--- src/rtl/nv_op_supervisor.sv ---
// nv_op_supervisor
//   Runs one NV-memory operation at a time under the shared timeout timer.
//   Each attempt restarts the timer window (tmr_clear), then issues the command
//   and waits for completion. A timeout aborts the in-flight op (nv_abort) and
//   retries up to MAX_RETRY times before reporting TIMEOUT upstream.
// Ports
//   clk, reset      clock; synchronous active-high reset
//   req_*           upstream request (valid/ready, op code)
//   nv_cmd_*        command to NV interface (valid/ready, op code)
//   nv_done/nv_err  NV completion pulse and its failure qualifier
//   nv_abort        one-cycle pulse abandoning the in-flight NV op
//   tmr_clear       drives timer.reset to restart the timeout window
//   tmr_timeout     sticky timeout from the timer
//   rsp_*           result to upstream (valid/ready, status, retries used)
//   to_count        saturating lifetime count of timeout events
//   busy            supervisor is not idle
module nv_op_supervisor #(
  parameter int OP_W      = 4,
  parameter int MAX_RETRY = 3,
  parameter int RTRY_W    = 2,
  parameter int TOCNT_W   = 8
) (
  input  logic               clk,
  input  logic               reset,
  input  logic               req_valid,
  output logic               req_ready,
  input  logic [OP_W-1:0]    req_op,
  output logic               nv_cmd_valid,
  input  logic               nv_cmd_ready,
  output logic [OP_W-1:0]    nv_cmd_op,
  input  logic               nv_done,
  input  logic               nv_err,
  output logic               nv_abort,
  output logic               tmr_clear,
  input  logic               tmr_timeout,
  output logic               rsp_valid,
  input  logic               rsp_ready,
  output logic [1:0]         rsp_status,
  output logic [RTRY_W-1:0]  rsp_retries,
  output logic [TOCNT_W-1:0] to_count,
  output logic               busy
);

  typedef enum logic [2:0] {
    S_IDLE  = 3'd0,
    S_CLEAR = 3'd1,
    S_ISSUE = 3'd2,
    S_WAIT  = 3'd3,
    S_ABORT = 3'd4,
    S_RESP  = 3'd5
  } state_t;

  localparam logic [1:0] ST_OK    = 2'b00;
  localparam logic [1:0] ST_NVERR = 2'b01;
  localparam logic [1:0] ST_TMO   = 2'b10;

  localparam logic [RTRY_W-1:0] MAX_RETRY_C = RTRY_W'(MAX_RETRY);

  state_t             state_q,    state_d;
  logic [OP_W-1:0]    op_q,       op_d;
  logic [RTRY_W-1:0]  retries_q,  retries_d;
  logic [1:0]         status_q,   status_d;
  logic [TOCNT_W-1:0] to_count_q, to_count_d;

  // Lifetime counter sticks at all-ones instead of wrapping.
  function automatic logic [TOCNT_W-1:0] sat_inc(input logic [TOCNT_W-1:0] v);
    return (&v) ? v : v + TOCNT_W'(1);
  endfunction

  always_ff @(posedge clk) begin
    if (reset) begin
      state_q    <= S_IDLE;
      op_q       <= '0;
      retries_q  <= '0;
      status_q   <= ST_OK;
      to_count_q <= '0;
    end else begin
      state_q    <= state_d;
      op_q       <= op_d;
      retries_q  <= retries_d;
      status_q   <= status_d;
      to_count_q <= to_count_d;
    end
  end

  always_comb begin
    state_d    = state_q;
    op_d       = op_q;
    retries_d  = retries_q;
    status_d   = status_q;
    to_count_d = to_count_q;
    unique case (state_q)
      S_IDLE: begin
        if (req_valid) begin
          op_d      = req_op;
          retries_d = '0;
          status_d  = ST_OK;
          state_d   = S_CLEAR;
        end
      end
      // The timer is being restarted here, so a stale sticky timeout is ignored.
      S_CLEAR: state_d = S_ISSUE;
      S_ISSUE: begin
        // An accepted command takes priority; a concurrent timeout is still
        // sticky and will be seen in WAIT on the next cycle.
        if (nv_cmd_ready)     state_d = S_WAIT;
        else if (tmr_timeout) state_d = S_ABORT;
      end
      S_WAIT: begin
        // Completion beats a same-cycle timeout.
        if (nv_done) begin
          status_d = nv_err ? ST_NVERR : ST_OK;
          state_d  = S_RESP;
        end else if (tmr_timeout) begin
          state_d = S_ABORT;
        end
      end
      S_ABORT: begin
        to_count_d = sat_inc(to_count_q);
        if (retries_q < MAX_RETRY_C) begin
          retries_d = retries_q + RTRY_W'(1);
          state_d   = S_CLEAR;
        end else begin
          status_d = ST_TMO;
          state_d  = S_RESP;
        end
      end
      S_RESP: begin
        if (rsp_ready) state_d = S_IDLE;
      end
      default: state_d = S_IDLE;
    endcase
  end

  // Outputs decode from registered state only; tmr_clear also follows reset so
  // the timer is held cleared while the supervisor is in reset.
  always_comb begin
    req_ready    = (state_q == S_IDLE);
    tmr_clear    = reset || (state_q == S_CLEAR);
    nv_cmd_valid = (state_q == S_ISSUE);
    nv_cmd_op    = op_q;
    nv_abort     = (state_q == S_ABORT);
    rsp_valid    = (state_q == S_RESP);
    rsp_status   = status_q;
    rsp_retries  = retries_q;
    to_count     = to_count_q;
    busy         = (state_q != S_IDLE);
  end

endmodule
--- config.mk ---
export PLATFORM = sky130hd
export DESIGN_NAME = nv_op_supervisor
export DESIGN_NICKNAME = d
export VERILOG_FILES = /design/src/rtl/nv_op_supervisor.sv
export SDC_FILE = /design/constraint.sdc
export NUM_CORES = 1
export LEC_CHECK = 0
export ABC_AREA = 0
export ABC_CLOCK_PERIOD_IN_PS = 2300
export CAP_MARGIN = 20
export CORE_MARGIN = 10
export CORE_UTILIZATION = 25
export DETAILED_ROUTE_END_ITERATION = 16
export GPL_TIMING_DRIVEN = 0
export PLACE_DENSITY = 0.55
export SKIP_LAST_GASP = 1
export SYNTH_ARGS = -nofsm -noshare
export SYNTH_HDL_FRONTEND = slang
export SYNTH_SLANG_ARGS = --single-unit
export TNS_END_PERCENT = 30
--- constraint.sdc ---
create_clock -name clk -period 2.3 [get_ports clk]
set_input_delay 0.23 -clock clk [delete_from_list [all_inputs] [get_ports clk]]
set_output_delay 0.23 -clock clk [all_outputs]
set_load 0.05 [all_outputs]
# == Word level (Yosys, flattened, before mapping) ==
# Cells that the tools add are included.
# totals
regBits,19
inputBits,12
rom_bits,0
output_inout_bits,22
latch_bits,0
n_memories,0
ram_bits,0
wordCells,44
# classes
n_mux,14
add_sub_neg,2
bitwise_logic,1
n_mul,0
shifts,0
eq_ne,10
order_cmp,1
n_div,0
n_reduce_logical,11
# op_table
op,count
$mux 3,6
$pmux 3 s6,1
$add 8x1->8 const B,1
$mux 2,4
$reduce_and 8->1,1
$eq 3x2->1 const B,2
$eq 3x3->1 const B,2
$ne 2x2->1 const B,3
$pmux 2 s3,1
$reduce_and 2->1,3
$reduce_bool 3->1,2
$ne 2x1->1 const B,2
$pmux 2 s2,1
$reduce_and 4->1,1
$eq 3x1->1 const B,1
$logic_not 3->1,1
$reduce_and 3->1,1
$add 2x1->2 const B,1
$lt 2x2->1 const B,1
$reduce_bool 2->1,1
$logic_or 1x1->1,1
$mux 1,1
$not 1->1,1

# == Depth between registers and ports, before layout ==
# Gate-level depths: netlist (run 1).
# logic_depth
depth_word,3
depth_mapped,7
mapped_depth_nobuf,5

# == Worst setup path before layout (run 1) ==
# Ideal clock, no wire load.
# synth_timing
path_kind,reg2out
startpoint,register state_q[0]
endpoint,output busy
setup_slack_ns,-0.194
path_buffers,1
required_ns,2.070
arrival_ns,2.264
stages_incl_launch_ff,4
path_cell_list,dfxtp_1 -> clkbuf_1 -> nor3_1 -> inv_1
# synth_via
elab_chain_len,1
# synth_rtl
item,line_no,rtl
"start, declared",59,"state_t state_q, state_d;"
"start signal, assigned",78,state_q <= state_d;
$reduce_bool 3->1,147,busy = (state_q != S_IDLE);
"end, declared",41,output logic busy
# Every way passes these cells.

# == Worst setup path in the final report (run 1) ==
# layout_timing
startpoint,register state_q[1]
endpoint,output nv_abort
# layout_via
elab_chain_len,1
# layout_rtl
item,line_no,rtl
$eq 3x3->1,142,nv_abort = (state_q == S_ABORT);
"end, declared",33,"output logic nv_abort,"
# Every way passes these cells.

==> results of run 1 <==
## what timing repair did
action | in CTS | in global routing
pin swaps | 0 | 0
endpoints found under the setup margin | 3 | 3
resized for setup | 1 | 1
## cells in the final DEF, fill, tap and decap left out, drive strengths merged, types with 2 or more instances in the layout
| cell type | instances |
|---|---|
| clkdlybuf4s50 | 31 |
| dfxtp | 19 |
| nor2 | 18 |
| mux2i | 8 |
| a21oi | 8 |
| clkbuf | 7 |
| nand3 | 6 |
| nand2b | 5 |
| nand2 | 4 |
| nor3 | 4 |
| nor2b | 3 |
| nand4 | 3 |
| a211oi | 3 |
| buf | 3 |
| inv | 2 |
| and3 | 2 |
| o31ai | 2 |
| or4 | 2 |
| ha | 2 |
| o21ai | 2 |
## worst register-to-register path, stage by stage (launching register included)
cell and delay (ns):
dfxtp_1 0.30, buf_2 0.16, or3b_1 0.38, buf_6 0.15, clkinv_4 0.07, o21ai_4 0.07, or4_1 0.40, a21oi_1 0.14
## sequential cells by signal (all words and copies together), names as in the netlist
name	flops
rsp_status	2
nv_cmd_op	4
rsp_retries	2
state_q	3
to_count	8
## metrics by stage
| stage | area, um^2 | setup TNS, ns | instances | hold WS [ns] |
|---|---|---|---|---|
| 3_3_place_gp | 1380 | -0.0617 | 194 | 0.471 |
| 2_1_floorplan | 990 | 0 | 113 | 0.377 |
| 5_1_grt | 1430 | -0.197 | 198 | 0.516 |
| 4_1_cts | 1420 | -0.110 | 198 | 0.486 |
| 3_5_place_dp | 1380 | -0.0778 | 194 | 0.474 |
| 6_report | 1430 | -0.0459 | 198 | 0.477 |
## path summary, 6_finish.rpt
check	to	from	slack, ns	cells after the start
setup reg to reg	to_count[5]	state_q[1]	0.57	7
hold / removal	rsp_status[0]	rsp_status[0]	0.48	2
setup / recovery	nv_abort	state_q[1]	-0.05	5
hold reg to reg	rsp_status[0]	rsp_status[0]	0.48	2
## layer usage
layer	vias up	part of all wire, %
met5	-	0
met2	18	48
met4	0	0.81
met3	4	6.8
li1	481	-
met1	437	44
## power groups by stage
stage	Combinational, mW	Clock, mW	Sequential [mW]
3_3_place_gp	0.238	0	0.359
4_1_cts	0.239	0.242	0.352
2_1_floorplan	0.132	0	0.386
3_5_place_dp	0.240	0	0.359
6_report	0.236	0.232	0.352
5_1_grt	0.255	0.255	0.353
## area by class of cell
cell class | count | area share, %
inverters | 3 | 1.14
multi-input cells | 85 | 38.9
flip-flops and latches | 19 | 26.7
repair buffers | 33 | 23.2
clock buffers | 4 | 3.16
plain buffers | 6 | 2.72
well taps | 48 | 4.21
## cell families after synthesis
| family | Yosys count |
|---|---|
| flip-flops | 19 |
| XOR/XNOR | 2 |
| adder cells (fa/ha/maj) | 2 |
| AO/OA/AOI/OAI | 20 |
| multiplexers | 8 |
| buffers and inverters | 9 |
| AND/OR/NAND/NOR | 53 |
==> impl_metrics.py, run 1 <==
metrics = {
    "global_routing": {
        "grt_overflow": 0,
        "grt_pass1_wl_um": 4310,
        "grt_antenna_before_repair": 0,
        "grt_pass1_vias": 887,
        "use_met1_pct": 9.34,
        "use_met3_pct": 2.92,
        "grt.busiest_layer": "met2",
        "grt_util_met2_pct": 12.7,
        "grt_usage_pct": 7.84,
        "grt_max_degree": 11,
    },
    "detailed_routing": {
        "detail_route.wirelength_um": 2600,
        "ant_nets": 0,
        "dr.pass1.iters": 4,
        "avgViaCountPerCell": 4.75,
        "drtIter0Drc": 48,
        "num_vias": 940,
        "drc": 0,
        "wl_per_cell_um": 13.1,
    },
    "critical_path": {
        "cp_top_family": "buffers and inverters",
        "cp_cell_sequence": "buf_2, or3b_1, buf_6, clkinv_4, clkdlybuf4s50_1",
        "crit_buf_inv": 4,
        "arrival_ns": 2.12,
        "cpPeakStageDelay_ns": 0.80,
        "worstSetupPathType": "reg -> out",
        "worst_path_max_delay_cell": "clkdlybuf4s50_1",
        "cp_max_fo": 10,
        "cp-end-kind": "output pin",
        "cp.required_ns": 2.07,
        "cp-start-kind": "register",
    },
    "clock_network": {
        "insertion_delay_ns": 0.25,
        "cts_root_buf": "clkbuf_8",
        "cts_hold_buf": 0,
        "clock-sinks": 19,
        "clkTransAtPathRegs_ns": 0.07,
        "post_cts_buffers": 0,
        "clockBufferDepth": 2,
        "htreeDepth": 1,
        "cts_tree": "done",
        "numCtsBuffers": 3,
    },
    "power": {
        "swShare_pct": 32.3,
        "pwr-share-comb_pct": 28.8,
        "intPower_mw": 0.555,
        "p_total_mw": 0.820,
        "pwr-share-seq_pct": 42.9,
        "p_leak_nw": 0.538,
        "p_switching_mw": 0.265,
        "power_density_nw_per_um2": 575,
        "ir_drop_mv": 0.213,
        "clockPowerShare_pct": 28.3,
    },
    "timing": {
        "rsz0062_at_grt": "true",
        "slew_headroom_pct": 47.4,
        "post-route-period-util_pct": 102,
        "finalHoldViolCount": 0,
        "final-max-slew-violation-count": 0,
        "min_period_ns": 2.35,
        "finClkSkew_ns": 0.00126,
        "setup_ws_ns": -0.0459,
        "fmax_ghz": 0.426,
        "finalSetupViolCount": 1,
        "tightest_slew_ns": 0.787,
    },
    "place": {
        "port_buffers": 33,
        "hpwlAfterDp_um": 2010,
        "place.gp.congestion": 0.835,
        "detailedPlace.worstSlack_ns": -0.0778,
    },
    "logic_synthesis": {
        "synth_edf_count": 0,
        "synth_area_leader_cell": "dfxtp_1",
        "synth_xor_area_share_pct": 1.78,
        "synthCells": 113,
        "yosysTopAreaCellShare_pct": 38.6,
        "synth_commonest_cells": "dfxtp_1 (19), nor2_1 (18), a21oi_1 (8), mux2i_1 (8), nand3_1 (6)",
        "ys_warn_count": 0,
        "synth_nets": 127,
        "synthDistinctLibCells": 35,
        "yosys-top-cells-area": "dfxtp_1 (39%), mux2i_1 (8.1%), nor2_1 (6.9%), a21oi_1 (4.1%), nand2b_1 (3.2%)",
        "syn-cell-area_um2": 985,
        "yosysMostFrequentCell": "dfxtp_1",
        "muxShareOfSynthArea_pct": 8.13,
        "synthSimpleGateAreaFrac_pct": 28.8,
        "synth_top_family_by_area": "simple AND/OR/NAND/NOR gates",
        "synth_fa_ha_area_share_pct": 2.54,
        "synth_ff_type": "dfxtp_1",
        "ys_ff_latch": 19,
        "synth-compound-area-share_pct": 14.5,
        "synth_area_per_cell_um2": 8.71,
        "synth-async-reset-ratio_pct": 0,
        "yosysSeqAreaShare_pct": 38.6,
    },
    "die": {
        "core-area_um2": 3740,
        "die_area_um2": 6850,
        "start_util_pct": 26.3,
        "die_h_um": 82.8,
        "io_pins": 34,
        "die_w_um": 82.8,
        "std_cell_rows": 22,
    },
    "worst_hold_path": {
        "holdCritPathClass": "reg -> reg",
    },
    "cells_and_area": {
        "fin_util_pct": 38.1,
        "antenna_cells": 0,
        "multiInputGateArea_um2": 554,
        "drive_gt1_share_pct": 7.33,
        "nets": 165,
        "fill_cells": 395,
        "syn2layout_area_growth_pct": 44.9,
        "seq_area_um2": 380,
    },
    "flow_run": {
        "drv_cap": 0,
    },
    "outcome": {
        "status": "finished with violations",
        "violations": "setup timing",
    },
}
(Power assumes the default switching activity.)
==> run 2, diff against run 1 <==
--- a/config.mk
+++ b/config.mk
@@ -12,7 +12,7 @@
 export CORE_UTILIZATION = 25
 export DETAILED_ROUTE_END_ITERATION = 16
 export GPL_TIMING_DRIVEN = 0
-export PLACE_DENSITY = 0.55
+export REMOVE_ABC_BUFFERS = 1
 export SKIP_LAST_GASP = 1
 export SYNTH_ARGS = -nofsm -noshare
 export SYNTH_HDL_FRONTEND = slang
==> impl_metrics.py, run 2 (synthesis gave the netlist of run 1 again) <==
metrics = {
    "outcome": {
        "status": "finished with violations",
        "violations": "setup timing",
    },
    "clock_network": {
        "clockBufferDepth": 2,
        "clkTransAtPathRegs_ns": 0.07,
        "numCtsBuffers": 3,
        "htreeDepth": 1,
        "cts_root_buf": "clkbuf_8",
        "post_cts_resized": 1,
        "cts_tree": "done",
        "insertion_delay_ns": 0.25,
        "post_cts_buffers": 0,
        "cts_hold_buf": 0,
        "clock-sinks": 19,
    },
    "timing": {
        "post-route-period-util_pct": 101,
        "finClkSkew_ns": 0.00362,
        "rsz0062_at_grt": "true",
        "fmax_ghz": 0.429,
        "fin_setup_tns_ns": -0.0335,
        "tightest_slew_ns": 0.776,
        "slew_headroom_pct": 48.1,
        "finalHoldViolCount": 0,
        "setup_ws_ns": -0.0335,
        "min_period_ns": 2.33,
        "finalSetupViolCount": 1,
        "final-max-slew-violation-count": 0,
    },
    "detailed_routing": {
        "drtIter0Drc": 52,
        "num_vias": 925,
        "ant_nets": 0,
        "detail_route.wirelength_um": 2530,
        "avgViaCountPerCell": 4.82,
        "dr.pass1.iters": 4,
        "wl_per_cell_um": 13.2,
        "drc": 0,
    },
    "die": {
        "die_h_um": 82.8,
        "core-area_um2": 3740,
        "start_util_pct": 26.3,
        "std_cell_rows": 22,
        "die_area_um2": 6850,
        "io_pins": 34,
        "die_w_um": 82.8,
    },
    "worst_hold_path": {
        "hold_end": "rsp_status[0]",
        "min_from": "rsp_status[0]",
        "min_delay_path_depth": 2,
        "holdCritPathClass": "reg -> reg",
    },
    "place": {
        "port_buffers": 33,
        "detailedPlace.worstSlack_ns": -0.221,
        "postPlaceCellArea_um2": 1340,
        "hpwlAfterDp_um": 1900,
        "place.gp.congestion": 0.770,
        "dpl.cell_count": 188,
    },
    "cells_and_area": {
        "syn2layout_area_growth_pct": 40.4,
        "final_cell_area_um2": 1380,
        "nets": 159,
        "largest_register_ffs": 8,
        "final_common_cell": "clkdlybuf4s50_1",
        "antenna_cells": 0,
        "drive_gt1_share_pct": 4.86,
        "final_cell_mix": "clkdlybuf4s50_1 (31), dfxtp_1 (19), nor2_1 (18), mux2i_1 (8), a21oi_1 (8)",
        "fin_util_pct": 36.9,
        "fin_cells": 192,
    },
    "power": {
        "p_leak_nw": 0.519,
        "ir_drop_mv": 0.218,
        "power_density_nw_per_um2": 587,
    },
    "critical_path": {
        "arrival_ns": 2.10,
        "cp-end-kind": "output pin",
        "cp-start-kind": "register",
        "worst_path_max_delay_cell": "clkdlybuf4s50_1",
        "cp_cell_sequence": "nor2b_1, nor2b_1, clkdlybuf4s50_1",
        "cp.required_ns": 2.07,
        "cp_max_fo": 10,
        "cp_top_family": "buffers and inverters",
        "rrSetupSlack_ns": 0.42,
        "worstSetupPathType": "reg -> out",
        "reg2reg_from": "state_q[2]",
        "r2r-end": "to_count[5]",
        "crit_buf_inv": 1,
        "rr_worst_depth": 5,
        "cpPeakStageDelay_ns": 0.81,
        "crit_top_cell": "nor2b_1",
    },
    "global_routing": {
        "grt_pass1_wl_um": 4040,
        "grt_pass1_vias": 858,
        "grt_antenna_before_repair": 0,
        "grt_max_degree": 22,
        "grt_overflow": 0,
        "grt_usage_pct": 7.36,
    },
    "flow_run": {
        "drv_cap": 0,
    },
}
==> run 2: changes by cell type in the layout (fill, tap and decap cells not counted), sizes merged <==
cell    before  now
buf          3    0
clkbuf       7    4
==> run 2: worst min-delay path, cell delays in order (launching register included) <==
cell and delay [ns]:
dfxtp_1 0.32, nand3_1 0.06, a21oi_1 0.06
==> run 2: through the flow <==
stage,hold WS [ns],total power [mW]
5_1_grt,0.512,0.859
2_1_floorplan,0.299,0.505
4_1_cts,0.479,0.822
3_5_place_dp,0.469,0.591
6_report,0.475,0.811
3_3_place_gp,0.459,0.587
==> run 2: how the worst max path moves through the flow <==
stage                     from      endpoint  slack [ns]  depth (start not counted)
floorplan           state_q[0]          busy       -0.09                          2
global placement         reset     tmr_clear       -0.18                          3
detailed placement       reset     tmr_clear       -0.22                          3
CTS                 state_q[2]      nv_abort       -0.20                          3
global route        state_q[1]  nv_cmd_valid       -0.14                          3
finish              state_q[1]  nv_cmd_valid       -0.03                          3
==> run 2: layout make-up <==
type                       count  area (um^2)
timing repair buffer          33          332
multi-input combinational     85          549
sequential                    19          380
tap                           48         60.1
inverter                       3         16.3
fill                         400         2360
clock buffer                   4         45.0
==> run 2: layer usage <==
metal / vias up / wire length (um) / track usage (%) / part of all wire (%)
met5: - / 0 / 0 / 0
met4: 0 / 30 / 3.01 / 1.2
met3: 4 / 291 / 3.78 / 12
met2: 30 / 1110 / 10.6 / 44
met1: 420 / 1100 / 8.97 / 43
li1: 471 / - / - / -
==> run 2: where the power goes <==
| group | total, mW | switching [mW] | internal [mW] | leakage, nW |
|---|---|---|---|---|
| registers | 0.365 | 0.0227 | 0.343 | 0.154 |
| logic | 0.214 | 0.131 | 0.0834 | 0.342 |
| clock network | 0.232 | 0.109 | 0.123 | 0.0228 |
